`config.mk`:
```
export PLATFORM = sky130hd
export DESIGN_NAME = axi_xbar_cfg_ctrl_flat
export DESIGN_NICKNAME = d
export VERILOG_FILES = /design/src/rtl/axi_xbar_cfg_pkg.sv /design/src/rtl/axi_xbar_cfg_if.sv /design/src/rtl/axi_xbar_cfg_txn_cnt.sv /design/src/rtl/axi_xbar_cfg_ctrl.sv /design/src/flat_wrapper.sv
export SDC_FILE = /design/constraint.sdc
export NUM_CORES = 1
export LEC_CHECK = 0
export CORE_AREA = 2 2 394 396
export CTS_CLUSTER_DIAMETER = 40
export DETAILED_ROUTE_END_ITERATION = 6
export DIE_AREA = 0 0 396 398
export PLACE_DENSITY = 0.34
export SYNTH_ARGS = -nofsm -noshare
export SYNTH_HDL_FRONTEND = slang
export SYNTH_HIERARCHICAL = 1
export SYNTH_SLANG_ARGS = --single-unit
```
`constraint.sdc`:
```
create_clock -name clk_i -period 33.3 [get_ports clk_i]
set_clock_uncertainty 0.2 [all_clocks]
set_input_delay 6.66 -clock clk_i [delete_from_list [all_inputs] [get_ports clk_i]]
set_output_delay 6.66 -clock clk_i [all_outputs]
set_load 0.02 [all_outputs]
```
`src/rtl/axi_xbar_cfg_pkg.sv`:
```
// Shared types and helpers for the AXI crossbar run-time configuration controller.
// Optional drain timeout is enabled with `define AXI_XBAR_CFG_TIMEOUT_EN.
package axi_xbar_cfg_pkg;

    // Address rule layout matching the crossbar's 64-bit rule type.
    typedef struct packed {
        logic [31:0] idx;
        logic [63:0] start_addr;
        logic [63:0] end_addr;
    } xbar_rule_64_t;

    typedef enum logic [1:0] {
        IDLE,
        DRAIN,
        COMMIT
    } cfg_state_e;

    // Bits needed to hold 0..max_trans inclusive.
    function automatic int unsigned cnt_width(input int unsigned max_trans);
        return unsigned'($clog2(max_trans + 1));
    endfunction

endpackage

```
`src/rtl/axi_xbar_cfg_if.sv`:
```
// Slave-port Ax handshake and response-monitor wires passing through the config controller.
interface axi_xbar_cfg_if #(
    parameter int unsigned NoSlvPorts = 2
);
    logic [NoSlvPorts-1:0] slv_aw_valid_i;
    logic [NoSlvPorts-1:0] slv_aw_valid_o;
    logic [NoSlvPorts-1:0] slv_aw_ready_i;
    logic [NoSlvPorts-1:0] slv_aw_ready_o;
    logic [NoSlvPorts-1:0] slv_ar_valid_i;
    logic [NoSlvPorts-1:0] slv_ar_valid_o;
    logic [NoSlvPorts-1:0] slv_ar_ready_i;
    logic [NoSlvPorts-1:0] slv_ar_ready_o;
    logic [NoSlvPorts-1:0] slv_b_valid_i;
    logic [NoSlvPorts-1:0] slv_b_ready_i;
    logic [NoSlvPorts-1:0] slv_r_valid_i;
    logic [NoSlvPorts-1:0] slv_r_ready_i;
    logic [NoSlvPorts-1:0] slv_r_last_i;

    modport slave (
        input  slv_aw_valid_i, slv_aw_ready_i, slv_ar_valid_i, slv_ar_ready_i,
        input  slv_b_valid_i, slv_b_ready_i, slv_r_valid_i, slv_r_ready_i, slv_r_last_i,
        output slv_aw_valid_o, slv_aw_ready_o, slv_ar_valid_o, slv_ar_ready_o
    );

    modport master (
        output slv_aw_valid_i, slv_aw_ready_i, slv_ar_valid_i, slv_ar_ready_i,
        output slv_b_valid_i, slv_b_ready_i, slv_r_valid_i, slv_r_ready_i, slv_r_last_i,
        input  slv_aw_valid_o, slv_aw_ready_o, slv_ar_valid_o, slv_ar_ready_o
    );
endinterface

```
`src/rtl/axi_xbar_cfg_txn_cnt.sv`:
```
// Outstanding-transaction up/down counter with full flag and "empty after this cycle" flag.
module axi_xbar_cfg_txn_cnt
    import axi_xbar_cfg_pkg::*;
#(
    parameter int unsigned MaxTrans = 8,
    parameter int unsigned CntW     = cnt_width(MaxTrans)
) (
    input  logic clk,
    input  logic rst,
    input  logic inc,
    input  logic dec,
    output logic full,
    output logic zero
);
    localparam logic [CntW-1:0] CntMax = CntW'(MaxTrans);

    logic [CntW-1:0] cnt;
    logic [CntW-1:0] cnt_nxt;

    // Simultaneous inc/dec cancel; both ends saturate.
    always_comb begin
        cnt_nxt = cnt;
        if (inc && !dec && (cnt != CntMax)) begin
            cnt_nxt = cnt + CntW'(1);
        end else if (dec && !inc && (cnt != '0)) begin
            cnt_nxt = cnt - CntW'(1);
        end
    end

    always_ff @(posedge clk) begin
        if (rst) begin
            cnt <= '0;
        end else begin
            cnt <= cnt_nxt;
        end
    end

    assign full = (cnt == CntMax);
    // Zero as seen after this cycle's update, so a drain can finish on the last response.
    assign zero = (cnt_nxt == '0);

    no_underflow: assert property (@(posedge clk) disable iff (rst) !(dec && !inc && (cnt == '0)));

endmodule

```
`src/rtl/axi_xbar_cfg_ctrl.sv`:
```
// Atomic run-time address-map / default-port updater: blocks Ax, drains, then commits in one cycle.
// Optional drain timeout is enabled with `define AXI_XBAR_CFG_TIMEOUT_EN.
module axi_xbar_cfg_ctrl
    import axi_xbar_cfg_pkg::*;
#(
    parameter int unsigned NoSlvPorts    = 2,
    parameter int unsigned NoMstPorts    = 2,
    parameter int unsigned NoAddrRules   = 2,
    parameter int unsigned MaxTrans      = 8,
    parameter type         rule_t        = xbar_rule_64_t,
    parameter int unsigned TimeoutCycles = 1024,
    localparam int unsigned PortW = (NoMstPorts > 1) ? unsigned'($clog2(NoMstPorts)) : 1,
    localparam int unsigned CntW  = cnt_width(MaxTrans)
) (
    input  logic                                clk_i,
    input  logic                                rst_i,
    input  rule_t [NoAddrRules-1:0]             rst_map_i,
    input  logic                                cfg_req_i,
    input  rule_t [NoAddrRules-1:0]             cfg_map_i,
    input  logic  [NoSlvPorts-1:0]              cfg_en_def_i,
    input  logic  [NoSlvPorts-1:0][PortW-1:0]   cfg_def_port_i,
    output logic                                cfg_ack_o,
    output logic                                cfg_err_o,
    output rule_t [NoAddrRules-1:0]             addr_map_o,
    output logic  [NoSlvPorts-1:0]              en_default_mst_port_o,
    output logic  [NoSlvPorts-1:0][PortW-1:0]   default_mst_port_o,
    output logic                                busy_o,
    axi_xbar_cfg_if.slave                       bus
);
    if ((TimeoutCycles < 2) || (MaxTrans < 1)) begin : g_param_check
        $error("axi_xbar_cfg_ctrl: TimeoutCycles must be >= 2 and MaxTrans >= 1");
    end

    cfg_state_e state;

    logic [NoSlvPorts-1:0] aw_full, ar_full, wr_zero, rd_zero;
    logic [NoSlvPorts-1:0] aw_block, ar_block;
    logic [NoSlvPorts-1:0] aw_inc, ar_inc, b_dec, r_dec;
    logic                  all_zero;
    logic                  timeout_hit;

    // Blocking depends only on registered state and counters.
    assign aw_block = {NoSlvPorts{state != IDLE}} | aw_full;
    assign ar_block = {NoSlvPorts{state != IDLE}} | ar_full;

    assign bus.slv_aw_valid_o = bus.slv_aw_valid_i & ~aw_block;
    assign bus.slv_aw_ready_o = bus.slv_aw_ready_i & ~aw_block;
    assign bus.slv_ar_valid_o = bus.slv_ar_valid_i & ~ar_block;
    assign bus.slv_ar_ready_o = bus.slv_ar_ready_i & ~ar_block;

    assign aw_inc = bus.slv_aw_valid_i & bus.slv_aw_ready_i & ~aw_block;
    assign ar_inc = bus.slv_ar_valid_i & bus.slv_ar_ready_i & ~ar_block;
    assign b_dec  = bus.slv_b_valid_i & bus.slv_b_ready_i;
    assign r_dec  = bus.slv_r_valid_i & bus.slv_r_ready_i & bus.slv_r_last_i;

    for (genvar i = 0; i < NoSlvPorts; i++) begin : g_port
        axi_xbar_cfg_txn_cnt #(.MaxTrans(MaxTrans), .CntW(CntW)) i_wr_cnt (
            .clk  (clk_i),
            .rst  (rst_i),
            .inc  (aw_inc[i]),
            .dec  (b_dec[i]),
            .full (aw_full[i]),
            .zero (wr_zero[i])
        );
        axi_xbar_cfg_txn_cnt #(.MaxTrans(MaxTrans), .CntW(CntW)) i_rd_cnt (
            .clk  (clk_i),
            .rst  (rst_i),
            .inc  (ar_inc[i]),
            .dec  (r_dec[i]),
            .full (ar_full[i]),
            .zero (rd_zero[i])
        );
    end

    assign all_zero = &{wr_zero, rd_zero};

`ifdef AXI_XBAR_CFG_TIMEOUT_EN
    localparam int unsigned TmoW = cnt_width(TimeoutCycles);

    logic [TmoW-1:0] drain_cycles;

    assign timeout_hit = (state == DRAIN) && !all_zero &&
                         (drain_cycles == TmoW'(TimeoutCycles - 1));

    // Counts DRAIN cycles; abandons the update once the limit is spent.
    always_ff @(posedge clk_i) begin
        if (rst_i) begin
            drain_cycles <= '0;
            cfg_err_o    <= 1'b0;
        end else begin
            cfg_err_o <= timeout_hit;
            if ((state == DRAIN) && !timeout_hit) begin
                drain_cycles <= drain_cycles + TmoW'(1);
            end else begin
                drain_cycles <= '0;
            end
        end
    end
`else
    assign timeout_hit = 1'b0;
    assign cfg_err_o   = 1'b0;
`endif

    // Update sequencer; configuration outputs move only on COMMIT or reset.
    always_ff @(posedge clk_i) begin
        if (rst_i) begin
            state                 <= IDLE;
            busy_o                <= 1'b0;
            cfg_ack_o             <= 1'b0;
            addr_map_o            <= rst_map_i;
            en_default_mst_port_o <= '0;
            default_mst_port_o    <= '0;
        end else begin
            cfg_ack_o <= 1'b0;
            unique case (state)
                IDLE: begin
                    if (cfg_req_i) begin
                        state  <= DRAIN;
                        busy_o <= 1'b1;
                    end
                end
                DRAIN: begin
                    if (all_zero) begin
                        state     <= COMMIT;
                        cfg_ack_o <= 1'b1;
                    end else if (timeout_hit) begin
                        state  <= IDLE;
                        busy_o <= 1'b0;
                    end
                end
                COMMIT: begin
                    addr_map_o            <= cfg_map_i;
                    en_default_mst_port_o <= cfg_en_def_i;
                    default_mst_port_o    <= cfg_def_port_i;
                    state                 <= IDLE;
                    busy_o                <= 1'b0;
                end
                default: begin
                    state  <= IDLE;
                    busy_o <= 1'b0;
                end
            endcase
        end
    end

endmodule

```
`src/flat_wrapper.sv`:
```
// flat-port wrapper written by rule: the top's interface ports become plain ports
module axi_xbar_cfg_ctrl_flat import axi_xbar_cfg_pkg::*;
#(
    parameter int unsigned NoSlvPorts    = 2,
    parameter int unsigned NoMstPorts    = 2,
    parameter int unsigned NoAddrRules   = 2,
    parameter int unsigned MaxTrans      = 8,
    parameter type         rule_t        = xbar_rule_64_t,
    parameter int unsigned TimeoutCycles = 1024,
    localparam int unsigned PortW = (NoMstPorts > 1) ? unsigned'($clog2(NoMstPorts)) : 1,
    localparam int unsigned CntW  = cnt_width(MaxTrans)
)
  (clk_i, rst_i, rst_map_i, cfg_req_i, cfg_map_i, cfg_en_def_i, cfg_def_port_i, cfg_ack_o, cfg_err_o, addr_map_o, en_default_mst_port_o, default_mst_port_o, busy_o, bus_slv_aw_valid_i, bus_slv_aw_ready_i, bus_slv_ar_valid_i, bus_slv_ar_ready_i, bus_slv_b_valid_i, bus_slv_b_ready_i, bus_slv_r_valid_i, bus_slv_r_ready_i, bus_slv_r_last_i, bus_slv_aw_valid_o, bus_slv_aw_ready_o, bus_slv_ar_valid_o, bus_slv_ar_ready_o);
  axi_xbar_cfg_if #(.NoSlvPorts(NoSlvPorts)) bus_i ();
  input  logic clk_i;
  input  logic rst_i;
  input  rule_t [NoAddrRules-1:0] rst_map_i;
  input  logic cfg_req_i;
  input  rule_t [NoAddrRules-1:0] cfg_map_i;
  input  logic  [NoSlvPorts-1:0] cfg_en_def_i;
  input  logic  [NoSlvPorts-1:0][PortW-1:0] cfg_def_port_i;
  output logic cfg_ack_o;
  output logic cfg_err_o;
  output rule_t [NoAddrRules-1:0] addr_map_o;
  output logic  [NoSlvPorts-1:0] en_default_mst_port_o;
  output logic  [NoSlvPorts-1:0][PortW-1:0] default_mst_port_o;
  output logic busy_o;
  input wire logic [$bits(bus_i.slv_aw_valid_i)-1:0] bus_slv_aw_valid_i;
  input wire logic [$bits(bus_i.slv_aw_ready_i)-1:0] bus_slv_aw_ready_i;
  input wire logic [$bits(bus_i.slv_ar_valid_i)-1:0] bus_slv_ar_valid_i;
  input wire logic [$bits(bus_i.slv_ar_ready_i)-1:0] bus_slv_ar_ready_i;
  input wire logic [$bits(bus_i.slv_b_valid_i)-1:0] bus_slv_b_valid_i;
  input wire logic [$bits(bus_i.slv_b_ready_i)-1:0] bus_slv_b_ready_i;
  input wire logic [$bits(bus_i.slv_r_valid_i)-1:0] bus_slv_r_valid_i;
  input wire logic [$bits(bus_i.slv_r_ready_i)-1:0] bus_slv_r_ready_i;
  input wire logic [$bits(bus_i.slv_r_last_i)-1:0] bus_slv_r_last_i;
  output wire logic [$bits(bus_i.slv_aw_valid_o)-1:0] bus_slv_aw_valid_o;
  output wire logic [$bits(bus_i.slv_aw_ready_o)-1:0] bus_slv_aw_ready_o;
  output wire logic [$bits(bus_i.slv_ar_valid_o)-1:0] bus_slv_ar_valid_o;
  output wire logic [$bits(bus_i.slv_ar_ready_o)-1:0] bus_slv_ar_ready_o;
  assign bus_i.slv_aw_valid_i = bus_slv_aw_valid_i;
  assign bus_i.slv_aw_ready_i = bus_slv_aw_ready_i;
  assign bus_i.slv_ar_valid_i = bus_slv_ar_valid_i;
  assign bus_i.slv_ar_ready_i = bus_slv_ar_ready_i;
  assign bus_i.slv_b_valid_i = bus_slv_b_valid_i;
  assign bus_i.slv_b_ready_i = bus_slv_b_ready_i;
  assign bus_i.slv_r_valid_i = bus_slv_r_valid_i;
  assign bus_i.slv_r_ready_i = bus_slv_r_ready_i;
  assign bus_i.slv_r_last_i = bus_slv_r_last_i;
  assign bus_slv_aw_valid_o = bus_i.slv_aw_valid_o;
  assign bus_slv_aw_ready_o = bus_i.slv_aw_ready_o;
  assign bus_slv_ar_valid_o = bus_i.slv_ar_valid_o;
  assign bus_slv_ar_ready_o = bus_i.slv_ar_ready_o;
  axi_xbar_cfg_ctrl #(.NoSlvPorts(NoSlvPorts), .NoMstPorts(NoMstPorts), .NoAddrRules(NoAddrRules), .MaxTrans(MaxTrans), .rule_t(rule_t), .TimeoutCycles(TimeoutCycles)) u_core (.clk_i(clk_i), .rst_i(rst_i), .rst_map_i(rst_map_i), .cfg_req_i(cfg_req_i), .cfg_map_i(cfg_map_i), .cfg_en_def_i(cfg_en_def_i), .cfg_def_port_i(cfg_def_port_i), .cfg_ack_o(cfg_ack_o), .cfg_err_o(cfg_err_o), .addr_map_o(addr_map_o), .en_default_mst_port_o(en_default_mst_port_o), .default_mst_port_o(default_mst_port_o), .busy_o(busy_o), .bus(bus_i));
endmodule
```
**Word level (Yosys, flattened, before mapping)**

Cells that the tools add are included.

- Add/subtract/negate cells: 8
- Equal/unequal tests: 12
- Multiplexer cells: 16
- Bitwise gates (word level): 16
- Reductions and logical operators: 39

Operators with widths:

| kind | count |
|---|---|
| 320-bit 2-to-1 mux | 2 |
| 4-bit 2-to-1 mux | 8 |
| 2-bit bitwise AND | 11 |
| 4-bit by 1-bit adder with 4-bit output, second input constant | 4 |
| 4-bit equality test, second input constant | 4 |
| 1-bit logical AND | 16 |
| 4-bit zero test | 4 |
| 4-bit inequality test, second input constant | 4 |
| 4-bit nonzero test | 4 |
| 4-bit by 1-bit subtractor with 4-bit output, second input constant | 4 |
| 1-bit zero test | 8 |
| 2-bit 2-to-1 mux | 2 |
| 2-bit NOT | 2 |
| 2-bit OR | 2 |
| 2-bit one-hot mux with 2 select lines | 1 |
| 2-bit AND reduction | 2 |
| 4-bit AND reduction | 1 |
| 2-bit nonzero test | 2 |
| 2-bit by 1-bit equality test with 1-bit output, second input constant | 1 |
| 2-bit equality test, second input constant | 1 |
| 2-bit zero test | 1 |
| 1-bit 2-to-1 mux | 2 |
| 2-bit by 1-bit inequality test with 1-bit output, second input constant | 1 |
| 2-bit inequality test, second input constant | 1 |
| 3 further kinds | 3 |

- Register bits: 344
- Bits of input ports: 665
- Logic and storage cells: 107

**Logic depth before layout (Yosys ltp)**

- Depth after elaboration: 13
- Depth in mapped cells: 11

**Cells and area by module**

Netlist, hierarchy kept.

Modules (own cells, without submodules):

| module | instances | cells each | area each (µm²) | sequential area each (µm²) |
|---|---|---|---|---|
| axi_xbar_cfg_ctrl | 1 | 726 | 14253.7 | 9769.4 |
| axi_xbar_cfg_txn_cnt | 4 | 45 | 379.1 | 80.1 |

**Worst setup path before layout**

OpenSTA, ideal clock, no wires.

- Path type: input -> register
- From: input rst_i
- To: register, netlist name u_core/addr_map_o[0]
- Data arrival time: 14.828 ns
- Required time: 32.358 ns
- Path slack: 17.530 ns
- Cell stages on the path: 3
- Buffers on the path: 2
- Cell sequence: buf_2 -> buf_2 -> nand2b_1

- Longest elaborated chain between the ends: 1

Ends and longest elaborated chain:

| item | RTL line | RTL |
|---|---|---|
| from (decl) | flat_wrapper.sv:16 | `input logic rst_i;` |
| 2-bit nonzero test (no source line) | -- |  |

Every way passes these cells.
A chain may end at the register's enable or synchronous reset.

**Worst setup path after layout**

- From: input bus_slv_ar_valid_i[1]
- To: output bus_slv_ar_valid_o[1]

- Longest elaborated chain between the ends: 1

Ends and longest elaborated chain:

| item | RTL line | RTL |
|---|---|---|
| from (decl) | flat_wrapper.sv:30 | `input wire logic [$bits(bus_i.slv_ar_valid_i)-1:0] bus_slv_ar_valid_i;` |
| 2-bit bitwise AND | axi_xbar_cfg_ctrl.sv:48 | `assign bus.slv_ar_valid_o = bus.slv_ar_valid_i & ~ar_block;` |
| to (decl) | flat_wrapper.sv:39 | `output wire logic [$bits(bus_i.slv_ar_valid_o)-1:0] bus_slv_ar_valid_o;` |

Every way passes these cells.

==> flow_summary.ini <==
[sta]
hold_violations = 0
slew_violations = 0
max_freq_mhz = 67.96
setup_tns_ns = 0
setup_viol = 0
fin_crit_sh = 0.4419
slew_headroom = 0.2787
finalCriticalPeriod_ns = 14.72
fin_ws_ns = 18.58
worstMarginPinSlew_ns = 1.082
rsz0062_at_grt = false

[global_routing]
grt_max_degree = 74
grt.total_usage = 0.1207
grt_pass1_vias = 13990
antenna_found_initial = 91
overflow = 0
grt_pass1_wl_um = 128000

[yosys]
synth_area_um2 = 15770
ys_types = 36
synth_seq_cells = 344
syn_avg_cell_area_um2 = 17.41
yosysSeqAreaShare = 0.6398
netlist_instances = 906
yosysWarnings = 6
synth.net_count = 1579

[place]
port_buffers = 998
gp_congestion = 0.8499
dp_hpwl_um = 83000
place_ws_ns = 18.59

[cts]
post_cts_buffers = 0
ctsHoldBuffers = 0
clk_path_buf_depth = 3
htreeDepth = 3
numCtsBuffers = 92
cts_tree = built
insertion_delay_ns = 0.66
path_clk_slew_ns = 0.04
cts.sinks = 344
cts_root_buffer = clkbuf_16
post_cts_resized = 0

[worst_setup_path]
critPathKind = input pin to output pin
startpoint = bus_slv_ar_valid_i[1]
cp-start-kind = input pin
end_kind = output pin
r2r_start = u_core/state[1]$_SDFFE_PP0P_
cp.arrival_ns = 7.86
worstRegToRegCells = 5
critPathRequiredTime_ns = 26.44
crit_fanout = 2

[floorplanning]
die_w_um = 396
row_count = 144
boundaryPins = 1000
die_h_um = 398
start_util = 0.1029
die_area_um2 = 157600
core-area_um2 = 153300

[finish]
layout.nets = 2639
fill_cells = 16470
syn_to_final_growth_pct = 97.60
drive_gt1_frac = 0.2410
most-common-layout-cells = 997 x clkdlybuf4s50_1, 320 x edfxtp_1, 220 x mux2_2, 100 x mux2_4, 92 x clkbuf_16
layout_commonest_cell = clkdlybuf4s50_1

[flow_run]
cap_violations = 0

[power]
power.leakage_nw = 11.04
p_total_mw = 1.716
peakVddDrop_mv = 0.03129
p_per_area_nw_per_um2 = 55.07

[detailed_routing]
via_per_inst = 3.189
drc = 0
vias = 13040
drt_iter0_drc = 635
drt-wirelength-per-cell_um = 24.29
antenna_left = 0
drt-pass1-iter-count = 4
wl_um = 99290

[worst_hold_path]
hp-start = u_core/default_mst_port_o[1]$_SDFFE_PP0N_
min_path_cells = 2
holdCritPathClass = flip-flop to flip-flop

[outcome]
status = finished clean
-- metal layers --
layer | GRT usage | vias to the layer above | routed length, µm
li1 | - | 5697 | -
met1 | 0.1336 | 6336 | 37680
met2 | 0.2069 | 733 | 48860
met3 | 0.05470 | 235 | 9676
met4 | 0.03456 | 36 | 2851
met5 | 0 | - | 226
-- state kept, by name, indices dropped and copies added, names as in the netlist --
signal,count
u_core/state,2
u_core/en_default_mst_port_o,2
u_core/addr_map_o,320
u_core/busy_o,1
u_core/g_port.i_rd_cnt/cnt,8
u_core/default_mst_port_o,2
u_core/cfg_ack_o,1
u_core/g_port.i_wr_cnt/cnt,8
-- stage by stage --
step	cells	util	area, µm²	hold slack, ns
6_report	4088	0.2032	31160	0.3111
5_1_grt	4083	0.2032	31150	0.3360
4_1_cts	4081	0.2031	31140	0.3228
3_5_place_dp	3916	0.1833	28100	0.2982
3_3_place_gp	3916	0.1833	28100	0.2826
2_1_floorplan	906	-	15770	0.3109
-- path summary, 6_finish.rpt --
kind,slack (ns),to
setup / recovery,18.58,bus_slv_ar_valid_o[1]
hold / removal,0.31,u_core/default_mst_port_o[1]$_SDFFE_PP0N_
setup reg to reg,28.98,u_core/addr_map_o[99]$_DFFE_PP_
hold reg to reg,0.31,u_core/default_mst_port_o[1]$_SDFFE_PP0N_
-- cell type report --
cell class              instances  area [µm²]  area share
clock buffers                 104        2347     0.07532
well taps                    2044        2557     0.08207
diodes                          7       17.52   0.0005621
multi-input cells             507        5333      0.1711
flip-flops and latches        344       10090      0.3238
clock inverters                61       699.4     0.02244
inverters                      13       48.80    0.001566
repair buffers               1008       10070      0.3231
-- report_power, final --
part / internal [mW] / switching (mW) / leakage, nW
Sequential: 0.521 / 0.0158 / 3.33
Clock: 0.581 / 0.291 / 1.47
Combinational: 0.170 / 0.137 / 6.25
Total: 1.27 / 0.444 / 11.0
-- worst max-delay path, stage by stage --
cell	delay [ns]
clkdlybuf4s50_1	0.47
and2_1	0.12
clkdlybuf4s50_1	0.60
-- logic make-up after synthesis --
logic type,count (synthesis),share of synthesized area
AOI/OAI and AO/OA,39,0.01722
and+or+nand+nor,127,0.05427
buffers and inverters,55,0.02253
other,1,0.0002378
DFF,344,0.6398
xor gates and xnor gates,4,0.002221
adders and majority gates,8,0.006347
muxes,328,0.2574
-- synth_stat cells, drive strengths merged --
library cell,number,area [µm²]
and2,22,142.6
nor3,21,105.1
mux2i,8,80.08
or3,4,25.02
nand2b,10,62.56
and4b,4,40.04
conb,1,3.750
o21ai,9,45.04
o31a,4,35.03
o22ai,4,25.02
edfxtp,320,9609
nor2,13,48.80
and4,2,17.52
a211oi,8,80.08
nor2b,4,25.02
dfxtp,24,480.5
nand2,4,15.01
ha,8,100.1
and3b,4,40.04
a31oi,1,6.260
mux2,320,3979
nor3b,12,110.1
xnor2,4,35.03
inv,13,48.80
a21oi,9,45.04
o221ai,4,35.03
nand3b,4,30.03
buf,42,306.5
and3,15,93.84
and4bb,8,100.1
No activity file was read; power rests on OpenSTA's default activity.
